File: src/rtl/ad936x_rx_ctrl_pkg.sv
`default_nettype none
// ============================================================================
// Module      : ad936x_rx_ctrl_pkg
// Description : Shared types and helpers for the AD936x RX capture sequencer.
//               Holds the capture FSM state encoding and the bytes-to-words
//               conversion for one source block.
// Revision    : 1.0 - initial release
// ============================================================================
package ad936x_rx_ctrl_pkg;

    // Capture sequencer states, 2-bit encoding.
    typedef enum logic [1:0] {
        ST_IDLE  = 2'd0,
        ST_ARMED = 2'd1,
        ST_RUN   = 2'd2,
        ST_DRAIN = 2'd3
    } state_t;

    // One 32-bit AXIS word carries one {I,Q} sample, i.e. four bytes.
    function automatic int words_per_block(input int bytes_per_block);
        return bytes_per_block / 4;
    endfunction

endpackage
`default_nettype wire

File: src/rtl/ad936x_rx_capture_ctrl.sv
`default_nettype none
// ============================================================================
// Module      : ad936x_rx_capture_ctrl
// Description : Capture sequencer between the AD936x RX-to-AXIS32 converter
//               and the USB/DMA AXI-Stream sink. Arms on cmd_start, aligns
//               to a source block boundary, forwards whole blocks (a fixed
//               count or continuously until cmd_stop), then returns to idle.
//               Reports delivered blocks, sink stalls and framing errors.
// Ports       :
//   rx_clk_in, rx_resetn          - clock, async active-low reset
//   cmd_start, cmd_stop           - host command pulses
//   cfg_num_blocks                - block quota (0 = continuous)
//   s_axis_*                      - source stream from converter
//   m_axis_*                      - sink stream (zero-latency passthrough)
//   busy, done                    - capture status / end-of-capture pulse
//   blocks_done, stall_cnt        - delivered blocks / sink stall cycles
//   overflow, frame_err           - sticky loss and framing flags
// Revision    : 1.0 - initial release
// ============================================================================
module ad936x_rx_capture_ctrl
    import ad936x_rx_ctrl_pkg::*;
#(
    parameter int BYTES_PER_BLOCK = 512,
    parameter int BLK_W           = 16
) (
    input  logic              rx_clk_in,
    input  logic              rx_resetn,
    input  logic              cmd_start,
    input  logic              cmd_stop,
    input  logic [BLK_W-1:0]  cfg_num_blocks,
    input  logic [31:0]       s_axis_tdata,
    input  logic              s_axis_tvalid,
    output logic              s_axis_tready,
    input  logic              s_axis_tlast,
    output logic [31:0]       m_axis_tdata,
    output logic              m_axis_tvalid,
    input  logic              m_axis_tready,
    output logic [3:0]        m_axis_tkeep,
    output logic              m_axis_tlast,
    output logic              busy,
    output logic              done,
    output logic [BLK_W-1:0]  blocks_done,
    output logic [31:0]       stall_cnt,
    output logic              overflow,
    output logic              frame_err
);

    localparam int c_WORDS  = words_per_block(BYTES_PER_BLOCK);
    localparam int c_WCNT_W = (c_WORDS > 1) ? $clog2(c_WORDS) : 1;
    localparam logic [c_WCNT_W-1:0] c_WCNT_MAX = c_WCNT_W'(c_WORDS - 1);

    state_t              r_state;
    logic [BLK_W-1:0]    r_num_blocks;
    logic [BLK_W-1:0]    r_blocks_done;
    logic [31:0]         r_stall_cnt;
    logic                r_overflow;
    logic                r_frame_err;
    logic                r_busy;
    logic                r_done;
    logic [c_WCNT_W-1:0] r_wcnt;

    logic                w_fwd;
    logic                w_hs_s;
    logic                w_hs_m;
    logic                w_blk_hs;
    logic [BLK_W-1:0]    w_blk_next;
    logic                w_quota_hit;

    // Passthrough only while forwarding; otherwise the source is drained
    // (ready held high) and nothing reaches the sink.
    assign w_fwd         = (r_state == ST_RUN) || (r_state == ST_DRAIN);
    assign m_axis_tdata  = s_axis_tdata;
    assign m_axis_tvalid = w_fwd & s_axis_tvalid;
    assign m_axis_tlast  = w_fwd & s_axis_tlast;
    assign m_axis_tkeep  = 4'hF;
    assign s_axis_tready = w_fwd ? m_axis_tready : 1'b1;

    assign w_hs_s      = s_axis_tvalid & s_axis_tready;
    assign w_hs_m      = m_axis_tvalid & m_axis_tready;
    assign w_blk_hs    = w_hs_m & m_axis_tlast;
    assign w_blk_next  = r_blocks_done + BLK_W'(1);
    assign w_quota_hit = (r_num_blocks != '0) && (w_blk_next == r_num_blocks);

    assign busy        = r_busy;
    assign done        = r_done;
    assign blocks_done = r_blocks_done;
    assign stall_cnt   = r_stall_cnt;
    assign overflow    = r_overflow;
    assign frame_err   = r_frame_err;

    always_ff @(posedge rx_clk_in or negedge rx_resetn) begin
        if (!rx_resetn) begin
            r_state       <= ST_IDLE;
            r_num_blocks  <= '0;
            r_blocks_done <= '0;
            r_stall_cnt   <= '0;
            r_overflow    <= 1'b0;
            r_frame_err   <= 1'b0;
            r_busy        <= 1'b0;
            r_done        <= 1'b0;
            r_wcnt        <= '0;
        end else begin
            r_done <= 1'b0;

            // Statistics and framing run for every forwarding cycle,
            // independent of which state transition happens below.
            if (w_fwd) begin
                if (s_axis_tvalid && !m_axis_tready) begin
                    r_overflow <= 1'b1;
                    if (r_stall_cnt != 32'hFFFF_FFFF) begin
                        r_stall_cnt <= r_stall_cnt + 32'd1;
                    end
                end
                if (w_hs_m) begin
                    if (m_axis_tlast) begin
                        if (r_wcnt != c_WCNT_MAX) begin
                            r_frame_err <= 1'b1;
                        end
                        r_wcnt <= '0;
                    end else if (r_wcnt == c_WCNT_MAX) begin
                        // Block ran long: flag it and restart the count so
                        // later blocks are judged on their own length.
                        r_frame_err <= 1'b1;
                        r_wcnt      <= '0;
                    end else begin
                        r_wcnt <= r_wcnt + c_WCNT_W'(1);
                    end
                end
                if (w_blk_hs) begin
                    r_blocks_done <= w_blk_next;
                end
            end

            case (r_state)
                ST_IDLE: begin
                    if (cmd_start) begin
                        r_state       <= ST_ARMED;
                        r_busy        <= 1'b1;
                        r_num_blocks  <= cfg_num_blocks;
                        r_blocks_done <= '0;
                        r_stall_cnt   <= '0;
                        r_overflow    <= 1'b0;
                        r_frame_err   <= 1'b0;
                        r_wcnt        <= '0;
                    end
                end
                ST_ARMED: begin
                    if (cmd_stop) begin
                        r_state <= ST_IDLE;
                        r_busy  <= 1'b0;
                    end else if (w_hs_s && s_axis_tlast) begin
                        // Next source word starts a fresh block.
                        r_state <= ST_RUN;
                        r_wcnt  <= '0;
                    end
                end
                ST_RUN: begin
                    if (w_blk_hs) begin
                        if (w_quota_hit || cmd_stop) begin
                            r_state <= ST_IDLE;
                            r_busy  <= 1'b0;
                            r_done  <= 1'b1;
                        end
                    end else if (cmd_stop) begin
                        r_state <= ST_DRAIN;
                    end
                end
                ST_DRAIN: begin
                    if (w_blk_hs) begin
                        r_state <= ST_IDLE;
                        r_busy  <= 1'b0;
                        r_done  <= 1'b1;
                    end
                end
                default: begin
                    r_state <= ST_IDLE;
                    r_busy  <= 1'b0;
                end
            endcase
        end
    end

endmodule
`default_nettype wire

File: config.mk
export PLATFORM = sky130hd
export DESIGN_NAME = ad936x_rx_capture_ctrl
export DESIGN_NICKNAME = d
export VERILOG_FILES = /design/src/rtl/ad936x_rx_ctrl_pkg.sv /design/src/rtl/ad936x_rx_capture_ctrl.sv
export SDC_FILE = /design/constraint.sdc
export NUM_CORES = 1
export LEC_CHECK = 0
export CORE_UTILIZATION = 42
export DETAILED_ROUTE_END_ITERATION = 10
export MAX_ROUTING_LAYER = met4
export PLACE_DENSITY = 0.77
export SLEW_MARGIN = 0
export SYNTH_ARGS = -nofsm -noshare
export SYNTH_HDL_FRONTEND = slang
export SYNTH_SLANG_ARGS = --single-unit
export TNS_END_PERCENT = 10
File: constraint.sdc
create_clock -name rx_clk_in -period 2.2 [get_ports rx_clk_in]
set_input_delay 0.55 -clock rx_clk_in [delete_from_list [all_inputs] [get_ports rx_clk_in]]
set_output_delay 0.55 -clock rx_clk_in [all_outputs]
set_load 0.02 [all_outputs]
==> results of run 1 <==
==> cell families after synthesis <==
| logic type | Yosys count | share of synthesized area |
|---|---|---|
| buffers and inverters | 63 | 0.0881 |
| AOI/OAI and AO/OA | 53 | 0.0700 |
| muxes | 18 | 0.0448 |
| xor gates and xnor gates | 62 | 0.121 |
| and+or+nand+nor | 205 | 0.236 |
| other | 1 | 0.000839 |
| DFF | 77 | 0.431 |
| adders and majority gates | 3 | 0.00839 |
==> area by class of cell <==
class,count,area share
Tap cell,136,0.0300
Timing Repair Buffer,115,0.191
Multi-Input combinational cell,345,0.395
Sequential cell,77,0.340
Clock inverter,4,0.00972
Clock buffer,12,0.0274
Inverter,10,0.00663
==> stage by stage <==
stage,std cells,util,total power [mW]
floorplan,485,-,2.96
global route,699,0.549,4.90
CTS,697,0.540,4.58
finish,699,0.549,4.65
global placement,681,0.520,3.38
detailed placement,681,0.520,3.44
==> routing by layer <==
layer,track usage,routed length (µm),share of wire
met3,0.0518,614,0.056
met2,0.315,5180,0.47
met1,0.267,4890,0.44
met4,0.0865,318,0.029
met5,-,0,0
==> power breakdown <==
part           total, mW  switching [mW]  internal, mW
clock network       1.14           0.546         0.594
registers           1.98           0.312          1.67
logic               1.53           0.757         0.772
==> synthesized netlist by cell type, drive strengths merged, types with 3 or more instances <==
master,number,area [µm²]
nand3,22,115
dfrtp,77,1930
inv,10,37.5
or3,9,56.3
nor3,13,96.4
mux2,16,180
nand2,34,128
a21oi,18,90.1
nand2b,3,18.8
and4,4,37.5
xor2,30,263
ha,3,37.5
nor3b,3,22.5
xnor2,32,280
nor2b,4,27.5
nor4,5,37.5
clkbuf,9,33.8
nor2,74,288
nand4,23,144
and3,7,48.8
o21ai,18,90.1
buf,44,323
==> registers in the layout, summed over array words and instances, names as in the netlist <==
register      count
r_state           2
overflow          1
busy              1
stall_cnt        32
frame_err         1
done              1
blocks_done      16
r_wcnt            7
r_num_blocks     16
==> path summary, 6_finish.rpt <==
path	to	slack, ns	cells after the start
max	blocks_done[2]	0.05	2
min	blocks_done[9]$_DFF_PN0_	0.09	1
max reg2reg	r_state[1]$_DFFE_PN0P_	0.07	9
min reg2reg	overflow$_DFF_PN0_	0.52	2
max in group asynchronous	stall_cnt[23]$_DFF_PN0_	1.52	2
min in group rx_clk_in	overflow$_DFF_PN0_	0.52	2
==> worst max-delay path, cell delays in order (launching register included) <==
cell	delay (ns)
dfrtp_1	0.49
buf_4	0.17
clkdlybuf4s50_1	0.60
==> what timing repair did <==
item | CTS | global route
cloned | 0 | 0
setup endpoints to repair | 5 | 15
resized for setup | 4 | 18
buffers inserted | 0 | 2
pin swaps | 0 | 8
==> cell usage in the layout (no fill, tap or decap), types with 4 or more instances in the layout <==
cell type	netlist	routed
a21oi_1	18	18
and3_1	6	5
buf_4	36	35
clkbuf_8	0	11
clkdlybuf4s50_1	0	73
conb_1	1	4
dfrtp_1	77	76
inv_1	10	10
mux2_2	16	16
nand2_1	34	33
nand3_1	21	18
nand3_2	1	4
nand4_1	23	23
nor2_1	72	72
nor3_1	8	7
nor3_2	4	5
nor4_1	4	4
o21ai_0	16	15
or3_1	9	8
xnor2_1	32	32
xor2_1	30	29
==> flow_summary.toml, run 1 <==
[run_status]
outcome = "completed"

[yosys]
synthCells = 482
synth_edf_count = 0
ys_seq_area_frac = 0.431
synth_area_um2 = 4470
synth-seq-cells = 77
synth_cell_types = 52
ys.flop_type = "dfrtp_1"
avgSynthCellArea_um2 = 9.28
async_flop_share = 1.00
synth-warning-count = 0

[floorplan]
core_um2 = 10300
dieArea_um2 = 11100
die_x_um = 105
rows = 37
start_util = 0.433
die-height_um = 105
ios = 146

[global_routing]
grt_pass1_vias = 3698
track_usage = 0.208
grt_max_degree = 58
grt_pass1_wl_um = 17900
grt_overflow = 0
antenna_found_initial = 0

[sta]
finalCriticalPeriod_ns = 2.15
hold_viol_final = 0
setup_violations = 0
fin_ws_ns = 0.0495
finalSetupTns_ns = 0
grt_setup_unrepaired = "yes"
skew_ns = 0.00835
fin_crit_sh = 0.978
report.final.slew_viol_count = 0
max_freq_mhz = 465
hold_slack_ns = 0.0892

[placed_design]
port_buffers = 77
place_hpwl_um = 7820
placed_area_um2 = 5370
post-place-ws_ns = -0.340
place.gp.congestion = 0.862

[routing]
viasPerCell = 5.41
drc = 0
drtIter0Drc = 193
wl_per_cell_um = 15.7
dr.pass1.iters = 6
ant_nets = 0
routed_wl_um = 11000
vias = 3784

[worst_setup_path]
arrival_ns = 1.60
critical_path_class = "reg -> out"
required_ns = 1.65
worstSetupStartpointType = "flop"
cp-end-kind = "primary output"
r2r_start = "blocks_done[1]$_DFF_PN0_"
critPathMaxFanout = 7
crit_start = "blocks_done[2]$_DFF_PN0_"

[cts]
clock_latency_ns = 0.34
cts_hold_buf = 0
cts_tree = "built"
h-tree-depth = 3
cts.sink_count = 77
clk_pin_slew_worst_paths_ns = 0.08
ctsRootBufferMaster = "clkbuf_8"
cts_made_buffers = 9
clockBufferDepth = 2

[hold_path]
hold_path.class = "in -> async"

[power_and_ir_drop]
peakVddDrop_v = 0.000355
p_per_area_nw_per_um2 = 821
leakagePower_nw = 2.38

[cells_and_area]
multi_input_area_um2 = 2240
layout-drive-gt1-share = 0.172
fill_cells = 894
nNetsFinal = 616
area_growth_pct = 26.7
final_area_um2 = 5670
diodes = 0
register_area_um2 = 1930

[flow_run]
maxCapViolations = 0
No activity file was read; power rests on OpenSTA's default activity.
==> run 2: changes to the inputs <==
CORE_ASPECT_RATIO = 1.25   (was default)
==> run 2 against run 1 <==
  * Critical endpoint is now stall_cnt[30]$_DFF_PN0_
  * Fmax up 1.7%
  * Clock power increased by 18%
  * Critical path depth grew 5
  * Combinational power fell by 6%
  * Cell count shrank 1.1%
==> flow_summary.toml, run 2 (same netlist as run 1, synthesis figures left out) <==
[run_status]
outcome = "completed"

[global_routing]
grt_pass1_vias = 3754
antenna_found_initial = 0
grt_max_degree = 45
grt_pass1_wl_um = 17800
grt_overflow = 0
track_usage = 0.211

[flow_run]
maxCapViolations = 0

[cells_and_area]
final_util = 0.556
most-common-layout-cells = "75 x dfrtp_1, 73 x clkdlybuf4s50_1, 71 x nor2_1"
diodes = 0
fill_cells = 873
nNetsFinal = 615
final_common_cell = "dfrtp_1"
largest_reg_flops = 32
final_area_um2 = 5680
layout-drive-gt1-share = 0.165
area_growth_pct = 27.0

[worst_setup_path]
crit_end = "stall_cnt[30]$_DFF_PN0_"
required_ns = 2.45
crit_chain = "clkdlybuf4s50_1 -> nand2_1 -> or3_4 -> nor2b_2 -> nand3b_2 -> or3_1 -> a21oi_1"
worstRegToRegCells = 8
r2r-end = "r_state[1]$_DFFE_PN0P_"
critPathMaxFanout = 9
slowest_stage = "clkdlybuf4s50_1"
worstSetupStartpointType = "input pin"
critical_path_class = "in -> reg"
crit_start = "s_axis_tvalid"
r2r_start = "blocks_done[0]$_DFF_PN0_"
worst-path-stages = 7
cp_top_family = "simple AND/OR/NAND/NOR gates"
max_stage_delay_ns = 0.49
r2r_setup_slack_ns = 0.11
cp_num_buf_inv = 1
arrival_ns = 2.37
cp-end-kind = "flop"

[cts]
cts_made_buffers = 9
clk_pin_slew_worst_paths_ns = 0.06
cts_tree = "built"
clockBufferDepth = 2
clock_latency_ns = 0.33
h-tree-depth = 3
ctsRootBufferMaster = "clkbuf_16"
cts_hold_buf = 0
cts.sink_count = 77

[floorplan]
rows = 41
start_util = 0.438
dieArea_um2 = 11100
die_x_um = 94.3
die-height_um = 117
ios = 146
core_um2 = 10200

[routing]
drc = 0
drtIter0Drc = 146
dr.pass1.iters = 4
vias = 3730
routed_wl_um = 10700
wl_per_cell_um = 15.5
viasPerCell = 5.40
ant_nets = 0

[sta]
hold_viol_final = 0
fin_ws_ns = 0.0845
report.final.slew_viol_count = 0
fin_crit_sh = 0.962
grt_setup_unrepaired = "yes"
skew_ns = 0.00475
finalCriticalPeriod_ns = 2.12
setup_violations = 0
max_freq_mhz = 473

[placed_design]
placed_area_um2 = 5360
place_hpwl_um = 7800
port_buffers = 77
place.gp.congestion = 0.876
post-place-ws_ns = -0.310

[power_and_ir_drop]
peakVddDrop_v = 0.000402
p_per_area_nw_per_um2 = 840
leakagePower_nw = 2.35

[hold_path]
hold_path.class = "in -> async"
-- run 2: layout make-up --
cell class / instances / area [µm²] / share of cell area
multi-input combinational: 345 / 2210 / 0.390
tap: 129 / 161 / 0.0284
clock buffer: 13 / 250 / 0.0441
inverter: 10 / 37.5 / 0.00661
sequential: 77 / 1930 / 0.340
clock inverter: 3 / 21.3 / 0.00375
timing repair buffer: 114 / 1070 / 0.188
-- run 2: where the power goes --
group	total [mW]	internal, mW	switching [mW]
clock network	1.35	0.795	0.556
logic	1.44	0.721	0.720
registers	1.98	1.67	0.308
-- run 2: layer usage --
metal  wire length (µm)  vias up  track usage
met3                703       53       0.0584
li1                   -     1770            -
met5                  0        -            -
met1               4270     1782        0.233
met2               5260      125        0.339
met4                440        0        0.117
-- run 2: worst min-delay path by stage --
stage               slack (ns)                        to                start  depth (start not counted)
finish                    0.16   stall_cnt[18]$_DFF_PN0_            rx_resetn                          1
global route              0.20   stall_cnt[18]$_DFF_PN0_            rx_resetn                          1
CTS                       0.17   stall_cnt[18]$_DFF_PN0_            rx_resetn                          1
detailed placement        0.49       frame_err$_DFF_PN0_  frame_err$_DFF_PN0_                          2
global placement          0.49        overflow$_DFF_PN0_   overflow$_DFF_PN0_                          2
floorplan                 0.25  blocks_done[0]$_DFF_PN0_            rx_resetn                          0
-- run 2: what timing repair did --
action	in CTS	in global routing
buffers inserted	0	0
pin swaps	1	1
resized for setup	5	12
endpoints found under the setup margin	5	13
gates cloned	0	0
-- run 2: worst register-to-register path: stages (launching register included) --
cell and delay (ns):
dfrtp_1 0.35, buf_4 0.15, and4_1 0.22, nand2_1 0.12, a211oi_2 0.24, nor2_1 0.08, a2111oi_2 0.33, nand4_1 0.24
o21a_1 0.24
-- run 2: through the flow --
stage	hold slack, ns	power [mW]	setup TNS (ns)	std cells
after floorplan	0.254	2.96	0	485
after global placement	0.493	3.37	-4.74	675
after detailed placement	0.486	3.42	-5.85	675
after CTS	0.173	4.78	0	691
after global routing	0.200	5.04	-0.135	691
final	0.161	4.77	0	691
==> run 3: changes to the inputs <==
CTS_CLUSTER_DIAMETER = 40   (was default)
==> results of run 3 <==
The final DEF is identical to that of run 2; final timing and power are the same.
